File: src/rtl/pc_fetch_ctrl_pkg.sv
// Purpose: shared widths and fetch-state encoding for the PC fetch controller.
// Latency: n/a (declarations only).
// Backpressure: n/a.
package pc_fetch_ctrl_pkg;

  localparam int XLEN_DEF = 64;
  localparam int ILEN_DEF = 32;
  localparam int INC_DEF  = 4;

  typedef enum logic [1:0] {
    ST_IDLE = 2'd0,
    ST_REQ  = 2'd1,
    ST_UPD  = 2'd2,
    ST_HOLD = 2'd3
  } fetch_state_e;

endpackage

File: src/rtl/pc_fetch_ctrl_instr_buf.sv
// Purpose: one-entry instruction buffer between fetch and decode.
// Latency: load visible the cycle after the load strobe.
// Backpressure: holds its entry while valid && !ready; the caller never loads a full buffer.
//
// Ports:
//   clk, reset          clock, async active-high reset
//   load, flush         capture in_instr/in_pc; drop the held entry
//   in_instr, in_pc     data to capture
//   ready               decode accepts this cycle
//   valid, instr, pc    buffered entry presented to decode
module pc_fetch_ctrl_instr_buf
  import pc_fetch_ctrl_pkg::*;
#(
  parameter int XLEN = XLEN_DEF,
  parameter int ILEN = ILEN_DEF
) (
  input  logic            clk,
  input  logic            reset,
  input  logic            load,
  input  logic            flush,
  input  logic [ILEN-1:0] in_instr,
  input  logic [XLEN-1:0] in_pc,
  input  logic            ready,
  output logic            valid,
  output logic [ILEN-1:0] instr,
  output logic [XLEN-1:0] pc
);

  logic            valid_q, valid_d;
  logic [ILEN-1:0] instr_q, instr_d;
  logic [XLEN-1:0] pc_q, pc_d;

  always_comb begin
    valid_d = valid_q;
    instr_d = instr_q;
    pc_d    = pc_q;
    // A transfer and a flush in the same cycle both end with an empty buffer.
    if (valid_q && ready) valid_d = 1'b0;
    if (flush)            valid_d = 1'b0;
    if (load) begin
      valid_d = 1'b1;
      instr_d = in_instr;
      pc_d    = in_pc;
    end
  end

  always_ff @(posedge clk or posedge reset) begin
    if (reset) begin
      valid_q <= 1'b0;
      instr_q <= '0;
      pc_q    <= '0;
    end else begin
      valid_q <= valid_d;
      instr_q <= instr_d;
      pc_q    <= pc_d;
    end
  end

  assign valid = valid_q;
  assign instr = instr_q;
  assign pc    = pc_q;

endmodule

File: src/rtl/pc_fetch_ctrl.sv
// Purpose: PC load control, single-outstanding imem fetch and decode handoff with branch redirect.
// Latency: instruction and pc_w appear the cycle after imem_ack; 2-cycle minimum fetch period.
// Backpressure: stops requesting (HOLD) while the decode buffer is full and not ready.
//
// Ports:
//   clk, reset                        clock, async active-high reset
//   pc_cur / pc_new, pc_w             PC register read side / load value and one-cycle strobe
//   imem_req, imem_addr / imem_ack,   fetch request held until ack; rdata valid with ack
//   imem_rdata
//   redirect_valid, redirect_pc       taken branch/jump target (one-cycle pulse)
//   instr_valid, instr_ready,         decode valid/ready buffer output
//   instr, instr_pc
module pc_fetch_ctrl
  import pc_fetch_ctrl_pkg::*;
#(
  parameter int XLEN = XLEN_DEF,
  parameter int ILEN = ILEN_DEF,
  parameter int INC  = INC_DEF
) (
  input  logic            clk,
  input  logic            reset,
  input  logic [XLEN-1:0] pc_cur,
  output logic [XLEN-1:0] pc_new,
  output logic            pc_w,
  output logic            imem_req,
  output logic [XLEN-1:0] imem_addr,
  input  logic            imem_ack,
  input  logic [ILEN-1:0] imem_rdata,
  input  logic            redirect_valid,
  input  logic [XLEN-1:0] redirect_pc,
  output logic            instr_valid,
  input  logic            instr_ready,
  output logic [ILEN-1:0] instr,
  output logic [XLEN-1:0] instr_pc
);

  fetch_state_e    state_q, state_d;
  logic [XLEN-1:0] pc_new_q, pc_new_d;
  logic            pc_w_q, pc_w_d;
  logic            drop_q, drop_d;   // in-flight fetch belongs to a squashed path
  logic [XLEN-1:0] tgt_q, tgt_d;     // redirect target parked until the fetch completes
  logic            buf_load, buf_flush;
  logic [XLEN-1:0] pc_inc;

  // Wraps modulo 2^XLEN naturally.
  assign pc_inc    = pc_cur + XLEN'(INC);
  assign imem_req  = (state_q == ST_REQ);
  assign imem_addr = pc_cur;

  always_comb begin
    state_d   = state_q;
    pc_new_d  = pc_new_q;
    drop_d    = drop_q;
    tgt_d     = tgt_q;
    buf_load  = 1'b0;
    buf_flush = 1'b0;
    case (state_q)
      ST_IDLE: begin
        if (redirect_valid) begin
          buf_flush = 1'b1;
          pc_new_d  = redirect_pc;
          state_d   = ST_UPD;
        end else begin
          state_d = ST_REQ;
        end
      end
      ST_REQ: begin
        if (redirect_valid) begin
          buf_flush = 1'b1;
          if (imem_ack) begin
            pc_new_d = redirect_pc;
            drop_d   = 1'b0;
            state_d  = ST_UPD;
          end else begin
            // The handshake must still finish; remember where to go afterwards.
            tgt_d  = redirect_pc;
            drop_d = 1'b1;
          end
        end else if (imem_ack) begin
          state_d = ST_UPD;
          if (drop_q) begin
            pc_new_d = tgt_q;
            drop_d   = 1'b0;
          end else begin
            buf_load = 1'b1;
            pc_new_d = pc_inc;
          end
        end
      end
      ST_UPD: begin
        if (redirect_valid) begin
          // Re-entering UPD keeps pc_w high with the newer target.
          buf_flush = 1'b1;
          pc_new_d  = redirect_pc;
          state_d   = ST_UPD;
        end else if (instr_valid && !instr_ready) begin
          state_d = ST_HOLD;
        end else begin
          state_d = ST_REQ;
        end
      end
      ST_HOLD: begin
        if (redirect_valid) begin
          buf_flush = 1'b1;
          pc_new_d  = redirect_pc;
          state_d   = ST_UPD;
        end else if (instr_ready) begin
          state_d = ST_REQ;
        end
      end
      default: state_d = ST_IDLE;
    endcase
    pc_w_d = (state_d == ST_UPD);
  end

  always_ff @(posedge clk or posedge reset) begin
    if (reset) begin
      state_q  <= ST_IDLE;
      pc_new_q <= '0;
      pc_w_q   <= 1'b0;
      drop_q   <= 1'b0;
      tgt_q    <= '0;
    end else begin
      state_q  <= state_d;
      pc_new_q <= pc_new_d;
      pc_w_q   <= pc_w_d;
      drop_q   <= drop_d;
      tgt_q    <= tgt_d;
    end
  end

  assign pc_new = pc_new_q;
  assign pc_w   = pc_w_q;

  pc_fetch_ctrl_instr_buf #(
    .XLEN (XLEN),
    .ILEN (ILEN)
  ) u_instr_buf (
    .clk      (clk),
    .reset    (reset),
    .load     (buf_load),
    .flush    (buf_flush),
    .in_instr (imem_rdata),
    .in_pc    (pc_cur),
    .ready    (instr_ready),
    .valid    (instr_valid),
    .instr    (instr),
    .pc       (instr_pc)
  );

endmodule

File: config.mk
export PLATFORM = sky130hd
export DESIGN_NAME = pc_fetch_ctrl
export DESIGN_NICKNAME = d
export VERILOG_FILES = /design/src/rtl/pc_fetch_ctrl_pkg.sv /design/src/rtl/pc_fetch_ctrl_instr_buf.sv /design/src/rtl/pc_fetch_ctrl.sv
export SDC_FILE = /design/constraint.sdc
export NUM_CORES = 1
export LEC_CHECK = 0
export ABC_CLOCK_PERIOD_IN_PS = 15000
export CAP_MARGIN = 20
export CORE_AREA = 5 5 201 203
export DETAILED_ROUTE_END_ITERATION = 10
export DIE_AREA = 0 0 206 208
export PLACE_DENSITY = 0.67
export SYNTH_ARGS = -nofsm -noshare
export SYNTH_HDL_FRONTEND = slang
export SYNTH_SLANG_ARGS = --single-unit
File: constraint.sdc
create_clock -name clk -period 15 [get_ports clk]
set_clock_uncertainty 0.15 [all_clocks]
set_input_delay 1.5 -clock clk [delete_from_list [all_inputs] [get_ports clk]]
set_output_delay 1.5 -clock clk [all_outputs]
set_load 0.005 [all_outputs]
==> results of run 1 <==
[metrics by stage]
stage,cells,util,worst slack [ps],hold WS [ps]
6_report,2042,0.424,10380,319
5_1_grt,2042,0.424,10140,344
4_1_cts,2038,0.424,10410,326
3_5_place_dp,1986,0.399,9820,312
3_3_place_gp,1985,0.398,9660,308
2_1_floorplan,1197,-,7070,320
[power breakdown]
part | leakage, nW | internal [mW] | switching, mW | total [mW]
registers | 2.83 | 0.855 | 0.134 | 0.989
clock network | 0.466 | 0.419 | 0.281 | 0.700
logic | 3.63 | 0.479 | 0.337 | 0.816
[logic make-up after synthesis]
logic type | count (synthesis) | synth area share
compound gates | 188 | 0.109
xor+xnor | 59 | 0.0457
fa+ha+maj | 1 | 0.00111
buf+inv | 139 | 0.0684
flops | 229 | 0.507
mux | 71 | 0.0699
simple gates | 510 | 0.199
[final timing paths]
| kind | cells after the start | to | from | slack (ps) |
|---|---|---|---|---|
| setup / recovery | 9 | u_instr_buf.pc[30]$_DFFE_PP0P_ | redirect_valid | 10380 |
| hold / removal | 2 | u_instr_buf.instr[29]$_DFFE_PP0P_ | u_instr_buf.instr[29]$_DFFE_PP0P_ | 320 |
| setup reg to reg | 10 | u_instr_buf.pc[30]$_DFFE_PP0P_ | state_q[1]$_DFF_PP0_ | 11280 |
| hold reg to reg | 2 | u_instr_buf.instr[29]$_DFFE_PP0P_ | u_instr_buf.instr[29]$_DFFE_PP0P_ | 320 |
| max in group asynchronous | 3 | tgt_q[20]$_DFFE_PP0P_ | reset | 11970 |
| min in group asynchronous | 2 | u_instr_buf.pc[8]$_DFFE_PP0P_ | reset | 1310 |
[metal layers]
metal,routed length (um),part of all wire
met3,3360,0.081
met1,17000,0.41
met5,23,0.00055
met4,1340,0.032
met2,19900,0.48
[cells in the final DEF, fill, tap and decap left out, drive strengths merged, types with 2 or more instances in the layout]
cell	instances
a211oi	10
o22ai	19
clkdlybuf4s50	390
a221oi	27
a22oi	5
buf	10
a32o	2
nor2	67
a31o	10
nor3	8
diode	4
clkbuf	36
a221o	2
and4	9
and2	3
nand2	333
nand3	22
xor2	37
inv	11
dfrtp	229
nor4	11
xnor2	22
a21oi	59
o21a	12
mux2i	7
bufinv	3
clkinvlp	3
and3	24
clkinv	9
nand4	26
o21ai	41
mux2	64
nand4b	2
[final cells by class]
type	instances	area, um^2
antenna	4	10.0
clock buffer	36	782
clock inverter	16	166
fill	3639	22100
inverter	10	45.0
multi-input combinational	829	4850
sequential	229	5730
tap	518	648
timing repair buffer	400	4000
[registers in the layout (all words and copies together) (netlist names)]
register,count
drop_q,1
u_instr_buf.valid,1
state_q,2
pc_new,64
tgt_q,64
u_instr_buf.instr,32
pc_w,1
u_instr_buf.pc,64
[worst max-delay path: stages]
cell and delay, ps:
sky130_fd_sc_hd__buf_4 670, sky130_fd_sc_hd__nor2_1 200, sky130_fd_sc_hd__nor2_4 140, sky130_fd_sc_hd__inv_2 270, sky130_fd_sc_hd__nor3_1 720, sky130_fd_sc_hd__nand2_4 560, sky130_fd_sc_hd__buf_4 530, sky130_fd_sc_hd__nand2_1 150
sky130_fd_sc_hd__nand2_1 70
==> implementation parameters, run 1 <==
Parameter                              Value

Logic synthesis
  Most repeated cell in the gate-level netlist after synthesis ... sky130_fd_sc_hd__nand2_1
  Top cells by count, synth ... sky130_fd_sc_hd__nand2_1 (333), sky130_fd_sc_hd__dfrtp_1 (229), sky130_fd_sc_hd__nor2_1 (67)
  Library cells used by synthesis ... 44
  Syn nets ... 1363
  Sequential area share after synthesis ... 0.507
  Synth Area per Inst ... 9.45 um^2
  Netlist Area Pre-Place ... 0.0113 mm^2
  Yosys warns ... 0
  Top cell type by total area after synthesis ... sky130_fd_sc_hd__dfrtp_1
  Asr flop ratio synth ... 1.00
  Area share of the largest cell type after synthesis ... 0.507
  Cell types with the largest area share after synthesis ... sky130_fd_sc_hd__dfrtp_1 (51%), sky130_fd_sc_hd__nand2_1 (11%), sky130_fd_sc_hd__mux2_2 (6.4%)
  Seq cells post-synth ... 229
  Main synth FF type ... sky130_fd_sc_hd__dfrtp_1
  Number of enable-type register cells in the synthesized netlist ... 0
  Post-Synthesis Cells ... 1197

CTS
  Clock-pin slew on the worst setup and hold paths ... 60 ps
  Clock sink count ... 229
  Number of resized instances in the post-cts repair step ... 0
  TritonCTS clock tree ... done
  CTS root buffer ... sky130_fd_sc_hd__clkbuf_16
  Number of levels in the clock H-tree ... 1
  Number of setup buffers added after CTS ... 0
  Number of hold buffers added after cts ... 0
  Number of CTS-inserted buffers ... 28
  Maximum clock insertion buffer count ... 3
  Clock insertion delay at the later pin of the skew report ... approximately 550 ps

Die
  Initial Utilization ... 0.295
  Core outline area ... 0.0383 mm^2
  Standard-cell row count ... 72
  Chip Height ... 208 um
  Horizontal die dimension ... 206 um
  Die area ... 0.0428 mm^2
  Number of top-level pins ... 392

Timing
  Portion of the clock cycle consumed by the worst path in the final layout ... 0.308
  Number of setup violations in the final report ... 0
  Measured slew at the worst slew-check pin ... 1060 ps
  Final count of pins violating max slew ... 0
  Total count of hold-check failures in the final report ... 0
  Final critical path time including I/O delays and setup ... 4620 ps
  RSZ-0062 raised after global routing ... no
  Peak Freq ... 216 MHz
  Slew HR ... 0.289
  Setup_tns ... 0 ps

Routing
  Drt drc ... 0
  Detailed-route via count ... 10.1k
  Via/cell ratio ... 4.94
  Number of DRC markers in iteration 0 ... 540
  Wire length reported by the detailed router ... 41600 um
  Average wire length per cell after detail routing ... slightly above 20 um
  Antenna viol nets, final ... 0
  Number of search-and-repair iterations in the first detailed-routing pass ... 5

GRT
  Pin count of the biggest net entering global routing ... 90
  Global routing met2 resource utilization ... 0.309
  Gr ovfl total ... 0
  Number of antenna violations at the first check in global routing ... 7
  Met1 layer usage reported by global route ... 0.240
  First-pass GRT wire length ... 63100 um
  Vias in the first global route ... 10.5k
  Most used routing layer in global routing ... met2
  Met3 track utilization from global routing ... 0.0464
  Overall Global Routing Usage ... 0.187

Job
  Number of max-capacitance violations reported ... 0

Place
  Placed instance area ... between 0.015 and 0.02 mm^2
  Final weighted congestion in routability-driven placement ... around 0.78
  Number of input and output port buffers inserted ... 391
  Detailed placer's ending HPWL ... 29300 um

Min path
  Min-Delay Path Class ... reg -> reg

Final layout
  Layout net count ... 1664
  Final instance area ... approximately 0.016 mm^2
  Layout cells sized above 1 ... 0.104
  Layout-stage area growth over the synthesis result ... 43.6%

Worst setup path
  Critical path fanouts, max ... roughly 80
  Arrival time worst endpoint ... 4900 ps
  Critical path class ... in -> reg
  Critical path startpoint category ... primary input
  Type of destination of the critical path ... register
  Endpoint required time on the critical path ... around 15000 ps

Status
  Run status ... finished clean

Power and ir drop
  Pwr dens ... ~150 mW/mm^2
  Leak pwr ... 6.93 nW
  Pwr Total ... ~2.5 mW
  Worst voltage drop across the vdd grid ... between 0.07 and 0.08 mV
No activity file was read; power rests on OpenSTA's default activity.
==> inputs of run 2 (changes only) <==
--- a/config.mk
+++ b/config.mk
@@ -5,7 +5,7 @@
 export SDC_FILE = /design/constraint.sdc
 export NUM_CORES = 1
 export LEC_CHECK = 0
-export ABC_CLOCK_PERIOD_IN_PS = 15000
+export ABC_CLOCK_PERIOD_IN_PS = 4690
 export CAP_MARGIN = 20
 export CORE_AREA = 5 5 201 203
 export DETAILED_ROUTE_END_ITERATION = 10
==> constraint.sdc (replaced) <==
create_clock -name clk -period 4.69 [get_ports clk]
set_clock_uncertainty 0.15 [all_clocks]
set_input_delay 0.469 -clock clk [delete_from_list [all_inputs] [get_ports clk]]
set_output_delay 0.469 -clock clk [all_outputs]
set_load 0.005 [all_outputs]
==> run 2 against run 1 <==
Compared with the run above: hold slack lost 23 ps; sequential share of layout area is 0.26 points lower; sequential cell count is the same; utilization grew 0.31 points; cell area grew 0.74%; highest routed layer unchanged; global-route usage increased by 0.41 points; non-clock buffer count is 8 higher; worst setup slack worse by 8800 ps; total power rose to 3.2 times the previous value; first-iteration DRC count fell by 3.7%; clock-buffer cell count is 6 higher; sequential power rose to 3.2 times the previous value.
==> implementation parameters, run 2 (synthesized netlist as in run 1, its figures left out) <==
Parameter                              Value

Worst setup path
  Maximum single-stage delay on the critical path ... 750 ps (+30 ps)
  Crit path from ... pc_cur[8]
  Endpoint required time on the critical path ... 4960 ps (-10320 ps)
  Register-to-register path setup slack ... 1700 ps (-9580 ps)
  Critical path class ... in -> reg
  Type of destination of the critical path ... register
  Worst flop-to-flop path endpoint ... pc_new[28]$_DFFE_PP0P_
  Critical path startpoint category ... primary input
  Critical path fanouts, max ... 10 (-87%)
  R2r startpoint ... drop_q$_DFFE_PP0P_
  Cell chain of the critical path ... clkdlybuf4s50_1, nand4_2, or4_4, nor4_4, nand2_1, xnor2_1, a221o_1
  Master of the slowest instance on the critical path ... sky130_fd_sc_hd__nor4_4
  Arrival time worst endpoint ... 3350 ps (-1550 ps)
  Register-to-Register Path Depth ... 4 (-6)
  Worst Setup EP ... pc_new[29]$_DFFE_PP0P_

Final layout
  Layout-stage area growth over the synthesis result ... 44.6%
  Layout cells sized above 1 ... 0.107 (+0.00273)
  Layout net count ... 1672 (+0.48%)
  Final instance area ... 0.0164 mm^2 (+0.74%)
  Commonest non-fill, non-tap cells in the layout ... sky130_fd_sc_hd__clkdlybuf4s50_1 (390), sky130_fd_sc_hd__nand2_1 (332), sky130_fd_sc_hd__dfrtp_1 (229)
  Commonest non-fill, non-tap cell in the layout ... sky130_fd_sc_hd__clkdlybuf4s50_1

Place
  Detailed placer's ending HPWL ... 29500 um (+0.85%)
  Number of input and output port buffers inserted ... 391 (unchanged)
  Placed instance area ... 0.0154 mm^2 (+0.61%)
  Final weighted congestion in routability-driven placement ... 0.828 (+5.6%)
  Minimum setup slack after placement ... 1010 ps (-8810 ps)

Timing
  Fin worst setup slack ... 1610 ps (-8760 ps)
  Slew HR ... 0.331 (+0.0424)
  Final count of pins violating max slew ... 0 (unchanged)
  Total count of hold-check failures in the final report ... 0 (unchanged)
  Peak Freq ... 325 MHz
  Worst hold slack after final layout ... 296 ps (-23.4 ps)
  Final critical path time including I/O delays and setup ... approximately 3100 ps
  Setup_tns ... 0 ps (unchanged)
  Number of setup violations in the final report ... 0 (unchanged)
  Measured slew at the worst slew-check pin ... 1000 ps (-59.1 ps)
  Portion of the clock cycle consumed by the worst path in the final layout ... 0.656
  RSZ-0062 raised after global routing ... no

Routing
  Wire length reported by the detailed router ... 42100 um (+1.2%)
  Average wire length per cell after detail routing ... 20.5 um (+0.65%)
  Number of DRC markers in iteration 0 ... 520 (-3.7%)
  Antenna viol nets, final ... 0 (unchanged)
  Detailed-route via count ... 10.1k (-0.030%)
  Via/cell ratio ... 4.91 (-0.57%)
  Drt drc ... 0 (unchanged)
  Number of search-and-repair iterations in the first detailed-routing pass ... 4 (-1)

Die
  Horizontal die dimension ... 206 um (unchanged)
  Number of top-level pins ... 392 (unchanged)
  Chip Height ... 208 um (unchanged)
  Initial Utilization ... 0.295 (unchanged)
  Core outline area ... 0.0383 mm^2 (unchanged)
  Die area ... 0.0428 mm^2 (unchanged)
  Standard-cell row count ... 72 (unchanged)

GRT
  Gr ovfl total ... 0 (unchanged)
  Overall Global Routing Usage ... 0.191 (+0.00407)
  Met3 track utilization from global routing ... 0.0509 (+0.00452)
  Pin count of the biggest net entering global routing ... 125 (+39%)
  Most used routing layer in global routing ... met2
  First-pass GRT wire length ... 64300 um (+2.0%)
  Global routing met2 resource utilization ... 0.306 (-0.00272)
  Vias in the first global route ... 10.3k (-1.5%)
  Met1 layer usage reported by global route ... 0.250 (+0.0102)
  Number of antenna violations at the first check in global routing ... 9 (+2)

CTS
  TritonCTS clock tree ... done
  Clock insertion delay at the later pin of the skew report ... 550 ps (about the same)
  Number of CTS-inserted buffers ... 28 (unchanged)
  CTS root buffer ... sky130_fd_sc_hd__clkbuf_16
  Number of hold buffers added after cts ... 0 (unchanged)
  Maximum clock insertion buffer count ... 3 (unchanged)
  Number of resized instances in the post-cts repair step ... 0 (unchanged)
  Number of levels in the clock H-tree ... 1 (unchanged)
  Number of setup buffers added after CTS ... 0 (unchanged)
  Clock-pin slew on the worst setup and hold paths ... 60 ps (about the same)
  Clock sink count ... 229 (unchanged)

Status
  Run status ... finished clean

Power and ir drop
  Leak pwr ... 6.97 nW (+0.70%)
  Worst voltage drop across the vdd grid ... 0.275 mV (+250%)
  Pwr Total ... 8.05 mW (+220%)
  Pwr dens ... 492 mW/mm^2 (+220%)

Min path
  Min-Delay Path Class ... in -> async

Job
  Number of max-capacitance violations reported ... 0 (unchanged)
-- run 2: cell count changes in the layout (fill, tap and decap cells not counted) --
cell and change:
sky130_fd_sc_hd__clkinv_2 -5, sky130_fd_sc_hd__buf_12 +3, sky130_fd_sc_hd__inv_8 -1, sky130_fd_sc_hd__clkinvlp_4 +1, sky130_fd_sc_hd__diode_2 +3, sky130_fd_sc_hd__clkbuf_1 +3, sky130_fd_sc_hd__inv_6 -1, sky130_fd_sc_hd__clkbuf_8 +3
sky130_fd_sc_hd__buf_4 +5
-- run 2: worst min path at each step --
stage / endpoint / slack (ps) / startpoint / cells past startpoint
after floorplan: u_instr_buf.instr[0]$_DFFE_PP0P_ / 320 / u_instr_buf.instr[0]$_DFFE_PP0P_ / 2
after global placement: u_instr_buf.pc[37]$_DFFE_PP0P_ / 310 / u_instr_buf.pc[37]$_DFFE_PP0P_ / 2
after detailed placement: u_instr_buf.instr[4]$_DFFE_PP0P_ / 310 / u_instr_buf.instr[4]$_DFFE_PP0P_ / 2
after CTS: u_instr_buf.instr[11]$_DFFE_PP0P_ / 260 / imem_rdata[11] / 3
after global routing: u_instr_buf.instr[27]$_DFFE_PP0P_ / 270 / imem_rdata[27] / 3
final: pc_new[48]$_DFFE_PP0P_ / 300 / reset / 3
-- run 2: critical path: cells and delay by family --
| kind | cells | cell delay [ps] |
|---|---|---|
| xor gates and xnor gates | 1 | 150 |
| AOI/OAI and AO/OA | 1 | 310 |
| buffers and inverters | 1 | 610 |
| and+or+nand+nor | 4 | 1790 |
-- run 2: cell type report --
class,count,area [um^2]
multi-input cells,829,4850
fillers,3670,21900
repair buffers,408,4100
inverters,10,41.3
well taps,518,648
clock buffers,42,835
clock inverters,10,133
flip-flops and latches,229,5730
diodes,7,17.5
-- run 2: per-stage QoR --
step,util,cells
detailed placement,0.401,1994
CTS,0.427,2046
global route,0.427,2052
floorplan,-,1197
global placement,0.401,1993
finish,0.427,2053
-- run 2: where the power goes --
group / switching (mW) / internal, mW / leakage (nW)
sequential: 0.422 / 2.74 / 2.83
combinational: 1.09 / 1.55 / 3.68
clock: 0.867 / 1.39 / 0.467
-- run 2: metal layers --
layer | vias up | routed length [um]
met5 | - | 40
li1 | 4668 | -
met3 | 85 | 3360
met2 | 387 | 19800
met4 | 6 | 1630
met1 | 4940 | 17300
==> inputs of run 3 (changes only) <==
--- a/config.mk
+++ b/config.mk
@@ -5,12 +5,12 @@
 export SDC_FILE = /design/constraint.sdc
 export NUM_CORES = 1
 export LEC_CHECK = 0
-export ABC_CLOCK_PERIOD_IN_PS = 4690
+export ABC_CLOCK_PERIOD_IN_PS = 2600
 export CAP_MARGIN = 20
 export CORE_AREA = 5 5 201 203
 export DETAILED_ROUTE_END_ITERATION = 10
 export DIE_AREA = 0 0 206 208
-export PLACE_DENSITY = 0.67
+export PLACE_DENSITY = 0.69
 export SYNTH_ARGS = -nofsm -noshare
 export SYNTH_HDL_FRONTEND = slang
 export SYNTH_SLANG_ARGS = --single-unit
==> constraint.sdc (replaced) <==
create_clock -name clk -period 2.6 [get_ports clk]
set_clock_uncertainty 0.15 [all_clocks]
set_input_delay 0.26 -clock clk [delete_from_list [all_inputs] [get_ports clk]]
set_output_delay 0.26 -clock clk [all_outputs]
set_load 0.005 [all_outputs]
==> run 3 against run 2 <==
Compared with the run above: cell area up 6.6%; register-to-register slack got worse by 1500 ps; global-route usage grew 0.76 points; combinational power up 90%; hold slack worse by 220 ps; non-clock buffer count is 110 higher; sequential cell count did not move; clock power grew 88%; sequential power is 80% higher; critical path depth increased by 4; first-iteration DRC count rose by 8.7%; die area stayed put; critical path type is now reg -> reg; largest cell class unchanged; highest routed layer unchanged.
==> implementation parameters, run 3 (synthesized netlist as in run 1, its figures left out) <==
Parameter                              Value

Timing
  Final count of pins violating max slew ... 0 (unchanged)
  Worst hold slack after final layout ... 77.6 ps (-218 ps)
  Peak Freq ... 419 MHz
  Slew HR ... 0.303 (-0.0280)
  Portion of the clock cycle consumed by the worst path in the final layout ... 0.918
  RSZ-0062 raised after global routing ... no
  Fin worst setup slack ... 213 ps (-1400 ps)
  Number of setup violations in the final report ... 0 (unchanged)
  Total count of hold-check failures in the final report ... 0 (unchanged)
  Measured slew at the worst slew-check pin ... 1040 ps (+40.9 ps)
  Final critical path time including I/O delays and setup ... 2390 ps

Die
  Chip Height ... 208 um (unchanged)
  Initial Utilization ... 0.295 (unchanged)
  Horizontal die dimension ... 206 um (unchanged)
  Number of top-level pins ... 392 (unchanged)
  Die area ... 0.0428 mm^2 (unchanged)
  Core outline area ... 0.0383 mm^2 (unchanged)
  Standard-cell row count ... 72 (unchanged)

Routing
  Wire length reported by the detailed router ... 45700 um (+8.4%)
  Detailed-route via count ... 10.7k (+5.7%)
  Via/cell ratio ... 4.94 (+0.49%)
  Drt drc ... 0 (unchanged)
  Number of DRC markers in iteration 0 ... 565 (+8.7%)
  Average wire length per cell after detail routing ... 21.2 um (+3.1%)
  Antenna viol nets, final ... 0 (unchanged)
  Number of search-and-repair iterations in the first detailed-routing pass ... 5 (+1)

CTS
  Maximum clock insertion buffer count ... 3 (unchanged)
  CTS root buffer ... sky130_fd_sc_hd__clkbuf_16
  Number of CTS-inserted buffers ... 28 (unchanged)
  Clock-pin slew on the worst setup and hold paths ... 60 ps (about the same)
  Clock insertion delay at the later pin of the skew report ... 560 ps (about the same)
  Number of levels in the clock H-tree ... 1 (unchanged)
  Clock sink count ... 229 (unchanged)
  TritonCTS clock tree ... done

Final layout
  Layout cells sized above 1 ... 0.170 (+0.0630)
  Layout-stage area growth over the synthesis result ... 54.1%
  Filler cells ... 3608 (-1.7%)
  Commonest non-fill, non-tap cells in the layout ... sky130_fd_sc_hd__clkdlybuf4s50_1 (390), sky130_fd_sc_hd__nand2_1 (331), sky130_fd_sc_hd__dfrtp_1 (229)
  Commonest non-fill, non-tap cell in the layout ... sky130_fd_sc_hd__clkdlybuf4s50_1
  Layout net count ... 1783 (+6.6%)

Worst setup path
  Critical path startpoint category ... register
  Endpoint required time on the critical path ... 2890 ps (-2070 ps)
  R2r startpoint ... state_q[1]$_DFF_PP0_
  Worst flop-to-flop path endpoint ... u_instr_buf.pc[2]$_DFFE_PP0P_
  Register-to-Register Path Depth ... 11 (+7)
  Type of destination of the critical path ... register
  Register-to-register path setup slack ... 210 ps (-1490 ps)
  Critical path fanouts, max ... 21 (+11)
  Arrival time worst endpoint ... 2680 ps (-670 ps)
  Critical path class ... reg -> reg

Power and ir drop
  Worst voltage drop across the vdd grid ... 0.555 mV (+100%)
  Net switching power figure ... 4.49 mW (+89%)
  Switching share of total power ... 0.300 (+0.00490)
  Relative contribution of combinational cells to total power ... 0.336 (+0.009)
  Clock share of power ... 0.284 (+0.004)
  Internal power ... 10.5 mW (+84%)
  Relative contribution of sequential cells to total power ... 0.380 (-0.012)
  Pwr dens ... 858 mW/mm^2 (+74%)
  Leak pwr ... 7.62 nW (+9.3%)

Min path
  Terminating pin of the worst hold path ... u_instr_buf.instr[5]$_DFFE_PP0P_
  Startpoint of the lowest-slack hold path ... imem_rdata[5]
  Min-Delay Path Class ... in -> reg
  Hold path depth ... 3

GRT
  First-pass GRT wire length ... 66800 um (+3.9%)
  Overall Global Routing Usage ... 0.199 (+0.00759)
  Number of antenna violations at the first check in global routing ... 6 (-3)
  Pin count of the biggest net entering global routing ... 83 (-34%)
  Gr ovfl total ... 0 (unchanged)
  Vias in the first global route ... 10.9k (+5.5%)

Job
  Number of max-capacitance violations reported ... 0 (unchanged)

Place
  Detailed placer's ending HPWL ... 32200 um (+9.1%)
  Number of input and output port buffers inserted ... 391 (unchanged)
  Final weighted congestion in routability-driven placement ... 0.847 (+2.3%)
  Minimum setup slack after placement ... -324 ps (-1330 ps)

Status
  Run status ... finished clean
-- run 3: cell types whose count changed in the layout (fill, tap and decap cells not counted), moves of 2 or more --
cell	delta
sky130_fd_sc_hd__buf_4	+94
sky130_fd_sc_hd__buf_12	+8
sky130_fd_sc_hd__clkbuf_1	-5
sky130_fd_sc_hd__clkbuf_16	+4
sky130_fd_sc_hd__diode_2	-4
sky130_fd_sc_hd__clkinv_4	+3
sky130_fd_sc_hd__clkinv_2	+2
sky130_fd_sc_hd__clkinvlp_4	-2
sky130_fd_sc_hd__dlygate4sd3_1	+2
-- run 3: power by group through the flow --
stage / Sequential [mW] / Combinational, mW / Clock [mW]
6_report: 5.69 / 5.02 / 4.25
5_1_grt: 5.86 / 5.44 / 4.49
4_1_cts: 5.68 / 5.03 / 4.34
3_5_place_dp: 5.72 / 5.00 / 0
3_3_place_gp: 5.65 / 4.91 / 0
2_1_floorplan: 5.69 / 1.82 / 0
-- run 3: layout make-up --
type	instances	area, um^2	share of cell area
Sequential cell	229	5730	0.329
Timing Repair Buffer	518	5120	0.294
Multi-Input combinational cell	830	4870	0.280
Clock buffer	37	816	0.0468
Clock inverter	14	184	0.0106
Tap cell	518	648	0.0372
Antenna cell	3	7.51	0.000431
Inverter	10	41.3	0.00237
-- run 3: worst max-delay path, cell delays in order, from the launching register on --
cell and delay [ps]:
sky130_fd_sc_hd__dfrtp_1 370, sky130_fd_sc_hd__nand2b_2 270, sky130_fd_sc_hd__inv_1 160, sky130_fd_sc_hd__nor2_1 80, sky130_fd_sc_hd__nor2_4 140, sky130_fd_sc_hd__inv_2 120
sky130_fd_sc_hd__nor3_1 150, sky130_fd_sc_hd__buf_4 200, sky130_fd_sc_hd__nand2_8 180, sky130_fd_sc_hd__clkbuf_16 300, sky130_fd_sc_hd__nand2_1 80, sky130_fd_sc_hd__nand2_1 50
-- run 3: worst max-delay path by stage --
stage               cells past startpoint                  from  slack (ps)                            end
CTS                                    10  state_q[0]$_DFF_PP0_          20         pc_new[44]$_DFFE_PP0P_
floorplan                               1                 reset        -800             drop_q$_DFFE_PP0P_
global route                           10  state_q[1]$_DFF_PP0_          30         pc_new[22]$_DFFE_PP0P_
global placement                        8            pc_cur[10]        -240         pc_new[29]$_DFFE_PP0P_
detailed placement                      8             pc_cur[9]        -320         pc_new[48]$_DFFE_PP0P_
finish                                 11  state_q[1]$_DFF_PP0_         210  u_instr_buf.pc[2]$_DFFE_PP0P_
-- run 3: metrics by stage --
stage	setup TNS (ps)	cell area, um^2	util	instances	total power, mW
detailed placement	-5140	16200	0.424	2094	10.7
finish	0	17400	0.455	2159	15.0
CTS	0	17200	0.450	2147	15.1
floorplan	-184110	11300	-	1197	7.51
global route	0	17400	0.455	2159	15.8
global placement	-3350	16200	0.424	2094	10.6
-- run 3: timing repair --
| action | CTS | global route |
|---|---|---|
| hold buffers | 2 | 0 |
| pin swaps | 0 | 0 |
| hold endpoints to repair | 14 | 0 |
| setup endpoints to repair | 4 | 91 |
| setup buffers | 0 | 3 |
| cloned | 0 | 6 |
| resized for setup | 1 | 4 |
-- run 3: layer usage --
metal  global-route usage  vias to the layer above  wire (um)
li1                     -                     4895          -
met1                0.254                     5249      18900
met2                0.333                      430      21900
met3               0.0483                       79       3690
met4               0.0608                        6       1230
met5                    0                        -         36
